<file path="src/rtl/boreal_mbox_pkg.sv">
// Shared types, encodings and address helpers for the AI mailbox writer.
package boreal_mbox_pkg;

    localparam int unsigned MBOX_WORDS = 16;
    localparam int unsigned IDX_W      = 4;
    localparam int unsigned DATA_W     = 32;

    localparam logic [7:0] MBOX_SLOT0_VALID = 8'h00;
    localparam logic [7:0] MBOX_SLOT1_VALID = 8'h04;
    localparam logic [7:0] MBOX_SLOT0_DATA  = 8'h40;
    localparam logic [7:0] MBOX_SLOT1_DATA  = 8'h80;

    localparam logic [2:0] ST_IDLE      = 3'd0;
    localparam logic [2:0] ST_WAIT_SLOT = 3'd1;
    localparam logic [2:0] ST_DATA      = 3'd2;
    localparam logic [2:0] ST_PAD       = 3'd3;
    localparam logic [2:0] ST_DRAIN     = 3'd4;
    localparam logic [2:0] ST_COMMIT    = 3'd5;

    typedef enum logic [2:0] {
        IDLE      = ST_IDLE,
        WAIT_SLOT = ST_WAIT_SLOT,
        DATA      = ST_DATA,
        PAD       = ST_PAD,
        DRAIN     = ST_DRAIN,
        COMMIT    = ST_COMMIT
    } mbox_state_e;

    // One MMIO write request: address plus write data.
    typedef struct packed {
        logic [DATA_W-1:0] addr;
        logic [DATA_W-1:0] data;
    } mmio_wr_t;

    // Address of data word idx inside the given slot.
    function automatic logic [DATA_W-1:0] data_addr(input logic [DATA_W-1:0] base,
                                                    input logic slot,
                                                    input logic [IDX_W-1:0] idx);
        logic [7:0] off;
        off = slot ? MBOX_SLOT1_DATA : MBOX_SLOT0_DATA;
        return base + DATA_W'(off) + DATA_W'({idx, 2'b00});
    endfunction

    // Address of the valid/commit register of the given slot.
    function automatic logic [DATA_W-1:0] commit_addr(input logic [DATA_W-1:0] base,
                                                      input logic slot);
        logic [7:0] off;
        off = slot ? MBOX_SLOT1_VALID : MBOX_SLOT0_VALID;
        return base + DATA_W'(off);
    endfunction

endpackage

</file>
<file path="src/rtl/boreal_mmio_wr_port.sv">
// Registered single-outstanding MMIO write master: latches a request on start,
// holds sel/addr/wdata stable until ack, drops sel the cycle after ack.
module boreal_mmio_wr_port
    import boreal_mbox_pkg::*;
(
    input  logic              clk,
    input  logic              rst_n,
    input  logic              start,
    input  mmio_wr_t          req,
    input  logic              ack,
    output logic              sel,
    output logic [DATA_W-1:0] addr,
    output logic [DATA_W-1:0] wdata,
    output logic              done_c
);

    assign done_c = sel && ack;

    // Request register: new requests are ignored while one is outstanding.
    always_ff @(posedge clk or negedge rst_n) begin
        if (!rst_n) begin
            sel   <= 1'b0;
            addr  <= '0;
            wdata <= '0;
        end else if (sel) begin
            if (ack) begin
                sel <= 1'b0;
            end
        end else if (start) begin
            sel   <= 1'b1;
            addr  <= req.addr;
            wdata <= req.data;
        end
    end

endmodule

</file>
<file path="src/rtl/boreal_ai_mbox_writer.sv">
// Producer-side sequencer: copies 16-word accelerator result bursts into
// ping-pong mailbox slots over MMIO and commits each slot with a valid write.
module boreal_ai_mbox_writer
    import boreal_mbox_pkg::*;
#(
    parameter logic [31:0] MB_BASE = 32'h0000_0000,
    parameter int unsigned STALL_W = 16
) (
    input  logic               clk,
    input  logic               rst_n,
    input  logic               enable,
    input  logic               res_valid,
    input  logic [31:0]        res_data,
    input  logic               res_last,
    output logic               res_ready,
    output logic               mb_sel,
    output logic               mb_wr,
    output logic [31:0]        mb_addr,
    output logic [31:0]        mb_wdata,
    input  logic               mb_ack,
    input  logic               slot0_valid,
    input  logic               slot1_valid,
    output logic               cur_slot,
    output logic               busy,
    output logic               overrun,
    output logic [STALL_W-1:0] stall_cnt,
    output logic [15:0]        commit_cnt
);

    localparam logic [IDX_W-1:0] LAST_IDX = IDX_W'(MBOX_WORDS - 1);

    mbox_state_e      state;
    logic [IDX_W-1:0] idx;
    logic             last_q;
    logic             hs_c;
    logic             done_c;
    logic             start_c;
    logic             slot_busy_c;
    mmio_wr_t         req_c;

    assign mb_wr       = mb_sel;
    assign hs_c        = res_valid && res_ready;
    assign slot_busy_c = cur_slot ? slot1_valid : slot0_valid;

    boreal_mmio_wr_port u_port (
        .clk    (clk),
        .rst_n  (rst_n),
        .start  (start_c),
        .req    (req_c),
        .ack    (mb_ack),
        .sel    (mb_sel),
        .addr   (mb_addr),
        .wdata  (mb_wdata),
        .done_c (done_c)
    );

    // Write request selection: data word on handshake, zero pad, or commit.
    always_comb begin
        start_c = 1'b0;
        req_c   = '0;
        unique case (state)
            DATA: begin
                start_c    = hs_c;
                req_c.addr = data_addr(MB_BASE, cur_slot, idx);
                req_c.data = res_data;
            end
            PAD: begin
                start_c    = !mb_sel;
                req_c.addr = data_addr(MB_BASE, cur_slot, idx);
                req_c.data = '0;
            end
            COMMIT: begin
                start_c    = !mb_sel;
                req_c.addr = commit_addr(MB_BASE, cur_slot);
                req_c.data = 32'h1;
            end
            default: begin
                start_c = 1'b0;
            end
        endcase
    end

    // Burst sequencer with registered handshake and status outputs.
    always_ff @(posedge clk or negedge rst_n) begin
        if (!rst_n) begin
            state      <= IDLE;
            idx        <= '0;
            last_q     <= 1'b0;
            res_ready  <= 1'b0;
            cur_slot   <= 1'b0;
            busy       <= 1'b0;
            overrun    <= 1'b0;
            stall_cnt  <= '0;
            commit_cnt <= '0;
        end else begin
            unique case (state)
                IDLE: begin
                    res_ready <= 1'b0;
                    if (enable && res_valid) begin
                        state <= WAIT_SLOT;
                        busy  <= 1'b1;
                    end
                end
                WAIT_SLOT: begin
                    // Only the in-order slot is ever considered.
                    if (!slot_busy_c) begin
                        state     <= DATA;
                        idx       <= '0;
                        res_ready <= 1'b1;
                    end else if (stall_cnt != {STALL_W{1'b1}}) begin
                        stall_cnt <= stall_cnt + STALL_W'(1);
                    end
                end
                DATA: begin
                    if (hs_c) begin
                        res_ready <= 1'b0;
                        last_q    <= res_last;
                    end
                    if (done_c) begin
                        if (idx == LAST_IDX) begin
                            if (last_q) begin
                                state <= COMMIT;
                            end else begin
                                overrun   <= 1'b1;
                                state     <= DRAIN;
                                res_ready <= 1'b1;
                            end
                        end else begin
                            idx <= idx + IDX_W'(1);
                            if (last_q) begin
                                state <= PAD;
                            end else begin
                                res_ready <= 1'b1;
                            end
                        end
                    end
                end
                PAD: begin
                    if (done_c) begin
                        if (idx == LAST_IDX) begin
                            state <= COMMIT;
                        end else begin
                            idx <= idx + IDX_W'(1);
                        end
                    end
                end
                DRAIN: begin
                    // Excess words are swallowed; the slot keeps the first 16.
                    if (hs_c && res_last) begin
                        res_ready <= 1'b0;
                        state     <= COMMIT;
                    end
                end
                COMMIT: begin
                    if (done_c) begin
                        cur_slot   <= ~cur_slot;
                        commit_cnt <= commit_cnt + 16'd1;
                        state      <= IDLE;
                        busy       <= 1'b0;
                    end
                end
                default: begin
                    state <= IDLE;
                    busy  <= 1'b0;
                end
            endcase
        end
    end

endmodule

</file>
<file path="config.mk">
export PLATFORM = sky130hd
export DESIGN_NAME = boreal_ai_mbox_writer
export DESIGN_NICKNAME = d
export VERILOG_FILES = /design/src/rtl/boreal_mbox_pkg.sv /design/src/rtl/boreal_mmio_wr_port.sv /design/src/rtl/boreal_ai_mbox_writer.sv
export SDC_FILE = /design/constraint.sdc
export NUM_CORES = 1
export LEC_CHECK = 0
export CAP_MARGIN = 30
export CORE_MARGIN = 2
export CORE_UTILIZATION = 25
export CTS_CLUSTER_DIAMETER = 40
export DETAILED_ROUTE_END_ITERATION = 8
export GPL_ROUTABILITY_DRIVEN = 0
export MAX_ROUTING_LAYER = met4
export SLEW_MARGIN = 25
export SYNTH_ARGS = -nofsm -noshare
export SYNTH_HDL_FRONTEND = slang
export SYNTH_SLANG_ARGS = --single-unit
</file>
<file path="constraint.sdc">
create_clock -name clk -period 4.3 [get_ports clk]
set_clock_uncertainty 0.1 [all_clocks]
set_input_delay 0.86 -clock clk [delete_from_list [all_inputs] [get_ports clk]]
set_output_delay 0.86 -clock clk [all_outputs]
set_load 0.005 [all_outputs]
</file>
==> qor.csv, run 1 <==
metric,value,unit
cts.sinks,83,
highest_layer,met4,
grt_max_degree,84,
drt-pass1-iter-count,4,
cts_buffers,9,
yosysMostFrequentCell,dfrtp_1,
drt_iter0_drc,118,
portBuffers,115,
synth-warning-count,0,
io_pins,142,
initial_utilization,25.4,%
drive_gt1_share,6.73,%
met1_length,4480,um
root_buffer,clkbuf_16,
grt_pass1_wl,16200,um
rows,47,
die_width,133,um
path_clk_slew,0.06,ns
cp_top_family,buffers and inverters,
peakVddDrop,0.234,mV
grt_pass1_vias,3170,
diodes,0,
synthTopCellsByCount,"dfrtp_1, nand2_1, inv_1",
setup_viol,0,
synth-async-reset-ratio,100,%
tritoncts,yes,
finalPower,3.37,mW
core_area,16500,um2
synth_top_area_share,49.6,%
antenna_found_initial,0,
ant_nets,0,
synth.avg_cell_area,10.4,um2
cts_repair_resize_count,0,
area_growth,38.3,%
cts_max_level,3,
synth-seq-cells,83,
die_h,133,um
wl_per_cell,13.7,um
worstMarginPinSlew,0.793,ns
min_path_type,reg -> reg,
rsz0062_at_grt,false,
fin_tns_setup,0,ns
path_max_fanout,20,
power_density,583,nW/um2
hpwl,7570,um
drc,0,
slowest_delay,0.67,ns
synth_cells,401,
p_leak,2.46,nW
ctsLongestPathBuffers,2,
synth_top_cell_by_area,dfrtp_1,
hold_viol,0,
postCtsSetupBuffers,0,
wirelength,10200,um
relSlewSlack,47.1,%
dr_wl_met3,496,um
met2_length,5040,um
critPathKind,in -> reg,
fin_crit_sh,63.5,%
critical_path_arrival,2.88,ns
ys_types,54,
cap_violations,0,
path_buf_inv,2,
start_kind,input pin,
critPathSlowestCell,nor2b_4,
synthFlopType,dfrtp_1,
critPathCaptureType,flip-flop,
max_freq,366,MHz
num_vias,3221,
ys_seq_area_share,49.6,%
crit_path_cell_trace,"clkdlybuf4s50_1, a21oi_1, o21ai_1, nor2b_4, buf_12, mux2i_1",
period_minus_slack,2.73,ns
gr-total-overflow,0,
synthTopCellsByArea,"dfrtp_1, mux2i_1, buf_4",
outcome,"complete, no violations",
synth-edff-count,0,
clkLatencyLatePin,0.34,ns
hold_buffers,0,
die-area,17800,um2
cp_data_required_time,4.45,ns
grt_usage,11.9,%
netlist_area,4190,um2
avgViaCountPerCell,4.35,
slew_violations,0,
fin_nets,558,
==> power breakdown <==
group	switching (mW)	total [mW]	leakage [nW]	internal (mW)
Sequential	0.248	1.27	1.12	1.03
Clock	0.311	0.818	0.150	0.507
Combinational	0.555	1.28	1.19	0.726
Total	1.11	3.37	2.46	2.26
==> sequential cells by signal, indices dropped and copies added, names as in the netlist <==
name / flops
res_ready: 1
idx: 4
overrun: 1
u_port.addr: 6
state: 3
busy: 1
u_port.sel: 1
u_port.wdata: 32
cur_slot: 1
stall_cnt: 16
last_q: 1
commit_cnt: 16
==> path summary, 6_finish.rpt <==
path	endpoint	startpoint	cells after the start	slack [ns]
setup / recovery	u_port.wdata[20]	res_valid	6	1.57
hold / removal	commit_cnt[15]	commit_cnt[15]	1	0.37
setup reg to reg	u_port.wdata[20]	state[2]	5	1.87
hold reg to reg	commit_cnt[15]	commit_cnt[15]	1	0.37
max in group asynchronous	stall_cnt[5]	rst_n	1	3.10
min in group asynchronous	commit_cnt[7]	rst_n	1	0.48
==> cell type report <==
type                            instances  area [um2]
Clock buffer                           11         233
Fill cell                            1668       10700
Timing Repair Buffer                  117        1180
Tap cell                              220         275
Inverter                               42         158
Sequential cell                        83        2080
Multi-Input combinational cell        262        1790
Clock inverter                          5        77.6
==> layout by cell type, fill, tap and decap left out, drive strengths merged, types with 2 or more instances in the layout <==
cell             n
xnor2           11
nand2b           5
clkdlybuf4s50  114
inv             42
clkinv           2
nand4            7
nor2            11
and4             3
dfrtp           83
a21oi            6
nor4b            2
buf              3
and2             3
o21ai            6
nor4             5
nor3             8
mux2i           41
and3             6
a31oi            5
o31ai            2
clkbuf          11
nor3b            2
ha               3
nor2b            5
conb            26
a41oi            2
xor2            16
bufinv           2
nand3           15
mux2             7
nand2           51
==> cells by family after synthesis <==
group	count (synthesis)	synth area share, %
xor+xnor	27	5.65
buf+inv	81	10.1
fa+ha+maj	3	0.897
other cells	1	0.0896
simple gates	129	17.2
flops	83	49.6
mux	48	11.8
compound gates	29	4.63
==> metrics by stage <==
step	std cells	utilization, %	setup slack, ns	hold WS [ns]	instance area [um2]
after floorplan	426	-	2.22	0.368	4280
after global placement	724	33.3	1.26	0.364	5480
after detailed placement	724	33.3	1.22	0.366	5480
after CTS	740	35.2	1.57	0.379	5790
after global routing	740	35.2	1.45	0.411	5790
final	740	35.2	1.57	0.372	5790
==> per-layer routing <==
layer,track usage (%),up-vias
met2,19.2,87
met5,-,-
li1,-,1520
met1,14.5,1602
met3,2.70,12
met4,4.61,0
Power figures use the tool's default switching activity.
==> run 2, diff against run 1 <==
clock period = 2.39 ns   (was 4.3 ns; I/O delays follow)
==> qor.csv, run 2 (same netlist as run 1, synthesis figures left out) <==
metric,value,unit
slew_violations,0,
tritoncts,yes,
die-area,17800,um2
reg_top3,"u_port.wdata (32), commit_cnt (16), stall_cnt (16)",
drt_iter0_drc,87,
fin_crit_sh,90.7,%
cts_max_level,3,
cts.sinks,83,
rows,47,
grt_pass1_vias,3341,
met1_length,4690,um
drt-pass1-iter-count,4,
relSlewSlack,62.0,%
core_area,16500,um2
root_buffer,clkbuf_16,
design_area,5910,um2
largest_reg_flops,32,
critical_path_arrival,2.31,ns
mostFrequentLayoutCells,"clkdlybuf4s50_1, dfrtp_1, nand2_1",
critPathKind,reg -> reg,
place_ws,0.135,ns
critPathCaptureType,flip-flop,
final_common_cell,clkdlybuf4s50_1,
place_area,5570,um2
io_pins,142,
wl_per_cell,14.2,um
avgViaCountPerCell,4.37,
top_register,u_port.wdata,
postCtsSetupBuffers,0,
dr_wl_met3,628,um
initial_utilization,25.4,%
clkLatencyLatePin,0.35,ns
die_h,133,um
wirelength,10700,um
drc,0,
seqCellArea,2080,um2
antenna_found_initial,0,
path_max_fanout,15,
ctsLongestPathBuffers,2,
cp_data_required_time,2.53,ns
num_vias,3298,
crit_path_cell_trace,"nor3b_2, nand2_1, a21oi_2, mux2_1",
portBuffers,115,
fin_tns_setup,0,ns
cap_violations,0,
worst_slack,0.222,ns
p_leak,2.53,nW
start_kind,flip-flop,
area_growth,41.1,%
highest_layer,met4,
gr-total-overflow,0,
grt_max_degree,34,
grt_usage,12.8,%
peakVddDrop,0.398,mV
worstMarginPinSlew,0.565,ns
multi_input_area,1790,um2
period_minus_slack,2.17,ns
path_clk_slew,0.07,ns
min_path_type,reg -> reg,
cts_buffers,9,
grt_pass1_wl,17300,um
hpwl,8070,um
power_density,1050,nW/um2
setup_viol,0,
drive_gt1_share,9.01,%
die_width,133,um
fin_nets,571,
critPathSlowestCell,dfrtp_1,
outcome,"complete, no violations",
nFillCells,1664,
met2_length,5060,um
ant_nets,0,
max_freq,461,MHz
hold_viol,0,
rsz0062_at_grt,false,
slowest_delay,0.56,ns
## run 2: routing by layer
metal / global-route usage, % / vias to the layer above
li1: - / 1552
met1: 15.7 / 1618
met2: 19.4 / 107
met3: 4.00 / 21
met4: 5.38 / 0
met5: - / -
## run 2: timing repair
item / 4_1_cts / 5_1_grt
hold buffers: 1 / 0
endpoints found under the hold margin: 18 / 0
gates resized for setup: 0 / 0
## run 2: final timing paths
| check | slack (ns) | endpoint | cells past startpoint | startpoint |
|---|---|---|---|---|
| hold / removal | 0.38 | overrun | 1 | overrun |
| setup reg to reg | 0.22 | stall_cnt[1] | 4 | state[2] |
| setup / recovery | 0.22 | stall_cnt[1] | 4 | state[2] |
| max in group asynchronous | 1.03 | overrun | 3 | rst_n |
| hold reg to reg | 0.38 | overrun | 1 | overrun |
| min in group asynchronous | 0.54 | u_port.wdata[6] | 2 | rst_n |
## run 2: cell type report
type / instances / area share (%)
sequential: 83 / 35.2
multi-input combinational: 262 / 30.3
timing repair buffer: 130 / 21.6
tap: 220 / 4.66
clock buffer: 11 / 4.11
inverter: 42 / 2.67
clock inverter: 5 / 1.46
antenna: 1 / 0.0424
## run 2: stage by stage
step                utilization, %  power [mW]  hold WS [ns]  std cells
floorplan                        -        3.43        0.0824        426
global placement              33.8        4.63         0.363        736
detailed placement            33.8        4.72         0.371        736
CTS                           35.9        6.31         0.388        753
global route                  35.9        6.65         0.406        753
finish                        35.9        6.22         0.382        754
## run 2: where the power goes
group / leakage [nW] / total (mW) / internal, mW / switching, mW
sequential: 1.12 / 2.25 / 1.85 / 0.402
combinational: 1.25 / 2.42 / 1.35 / 1.06
clock: 0.160 / 1.55 / 0.950 / 0.601
## run 2: critical path: cells and delay by family, from the launching register on
kind             cells  cell delay [ns]
AND/OR/NAND/NOR      2             0.82
flip-flops           1             0.56
multiplexers         1             0.33
AO/OA/AOI/OAI        1             0.23
==> run 3, diff against run 2 <==
GPL_TIMING_DRIVEN = 0   (was not set)
==> qor.csv, run 3 (same netlist as run 1, synthesis figures left out) <==
metric,value,unit
outcome,"complete, no violations",
wl_per_cell,13.6,um
avgViaCountPerCell,4.23,
wirelength,10600,um
cp_data_required_time,2.51,ns
post-route-util,36.9,%
fin_nets,597,
antenna_found_initial,0,
cts_repair_resize_count,0,
final_common_cell,clkdlybuf4s50_1,
hold_viol,0,
core_area,16500,um2
top_register,u_port.wdata,
gr-total-overflow,0,
grt_pass1_wl,17700,um
hpwl,7980,um
rsz0062_at_grt,false,
drt-pass1-iter-count,5,
tritoncts,yes,
reg_top3,"u_port.wdata (32), commit_cnt (16), stall_cnt (16)",
drt_iter0_drc,139,
die-area,17800,um2
cts.sinks,83,
largest_reg_flops,32,
grt_max_degree,55,
num_vias,3295,
path_max_fanout,6,
area_growth,45.1,%
io_pins,142,
critical_path_arrival,2.20,ns
slew_violations,0,
place_inst,762,
path_clk_slew,0.07,ns
worstMarginPinSlew,0.568,ns
ant_nets,0,
fin_crit_sh,86.8,%
cts_max_level,3,
ctsLongestPathBuffers,2,
portBuffers,115,
cts_buffers,9,
setup_viol,0,
period_minus_slack,2.07,ns
rows,47,
fin_cells,779,
power_density,1020,nW/um2
max_freq,482,MHz
drc,0,
drive_gt1_share,12.2,%
mostFrequentLayoutCells,"clkdlybuf4s50_1, dfrtp_1, nand2_1",
die_h,133,um
diodes,0,
peakVddDrop,0.432,mV
min_path_type,reg -> reg,
relSlewSlack,61.8,%
grt_usage,12.9,%
cap_violations,0,
start_kind,flip-flop,
initial_utilization,25.4,%
p_leak,2.65,nW
grt_pass1_vias,3450,
critPathKind,reg -> reg,
critPathCaptureType,flip-flop,
root_buffer,clkbuf_16,
die_width,133,um
clkLatencyLatePin,0.34,ns
## run 3: what timing repair did
action / in CTS / in global routing
hold endpoints to repair: 29 / 0
setup buffers: 0 / 0
hold buffers: 1 / 0
## run 3: layout make-up
class                      instances  area (um2)
tap                              220         275
timing repair buffer             117        1190
sequential                        83        2080
clock buffer                      10         239
inverter                          42         158
multi-input combinational        262        1780
clock inverter                     6        88.8
buffer                            39         267
fill                            1642       10400
## run 3: final timing paths
path                                start               to  slack [ns]  cells after the start
min                        commit_cnt[13]   commit_cnt[13]        0.38                      1
max in group asynchronous           rst_n     stall_cnt[0]        1.12                      3
min reg2reg                commit_cnt[13]   commit_cnt[13]        0.38                      1
max                              state[2]    stall_cnt[15]        0.32                      4
min in group asynchronous           rst_n  u_port.wdata[6]        0.49                      2
max reg2reg                      state[2]    stall_cnt[15]        0.32                      4
## run 3: worst max-delay path, stage by stage (launching register included)
cell     delay, ns
dfrtp_1       0.44
nor3b_2       0.46
nand4_2       0.32
nor4_1        0.28
mux2_1        0.35
## run 3: power breakdown
| part | total [mW] | switching [mW] | internal (mW) |
|---|---|---|---|
| Sequential | 2.22 | 0.371 | 1.85 |
| Combinational | 2.45 | 1.09 | 1.36 |
| Clock | 1.54 | 0.593 | 0.944 |
## run 3: routing by layer
| metal | track usage (%) | up-vias | wire (um) |
|---|---|---|---|
| li1 | - | 1597 | - |
| met1 | 15.2 | 1590 | 4590 |
| met2 | 21.4 | 98 | 5270 |
| met3 | 4.11 | 10 | 624 |
| met4 | 3.07 | 0 | 108 |
| met5 | - | - | 0 |
## run 3: per-stage QoR
stage                     hold WS, ns  setup slack (ns)  setup TNS [ns]  area (um2)  power, mW
after global placement          0.370             -2.38         -197.16        5710       4.64
after global routing            0.413             0.109               0        6070       6.65
final                           0.384             0.316               0        6070       6.20
after floorplan                0.0824             0.647               0        4280       3.43
after detailed placement        0.278           -0.0513          -0.634        5740       4.73
after CTS                       0.388             0.248               0        6070       6.32
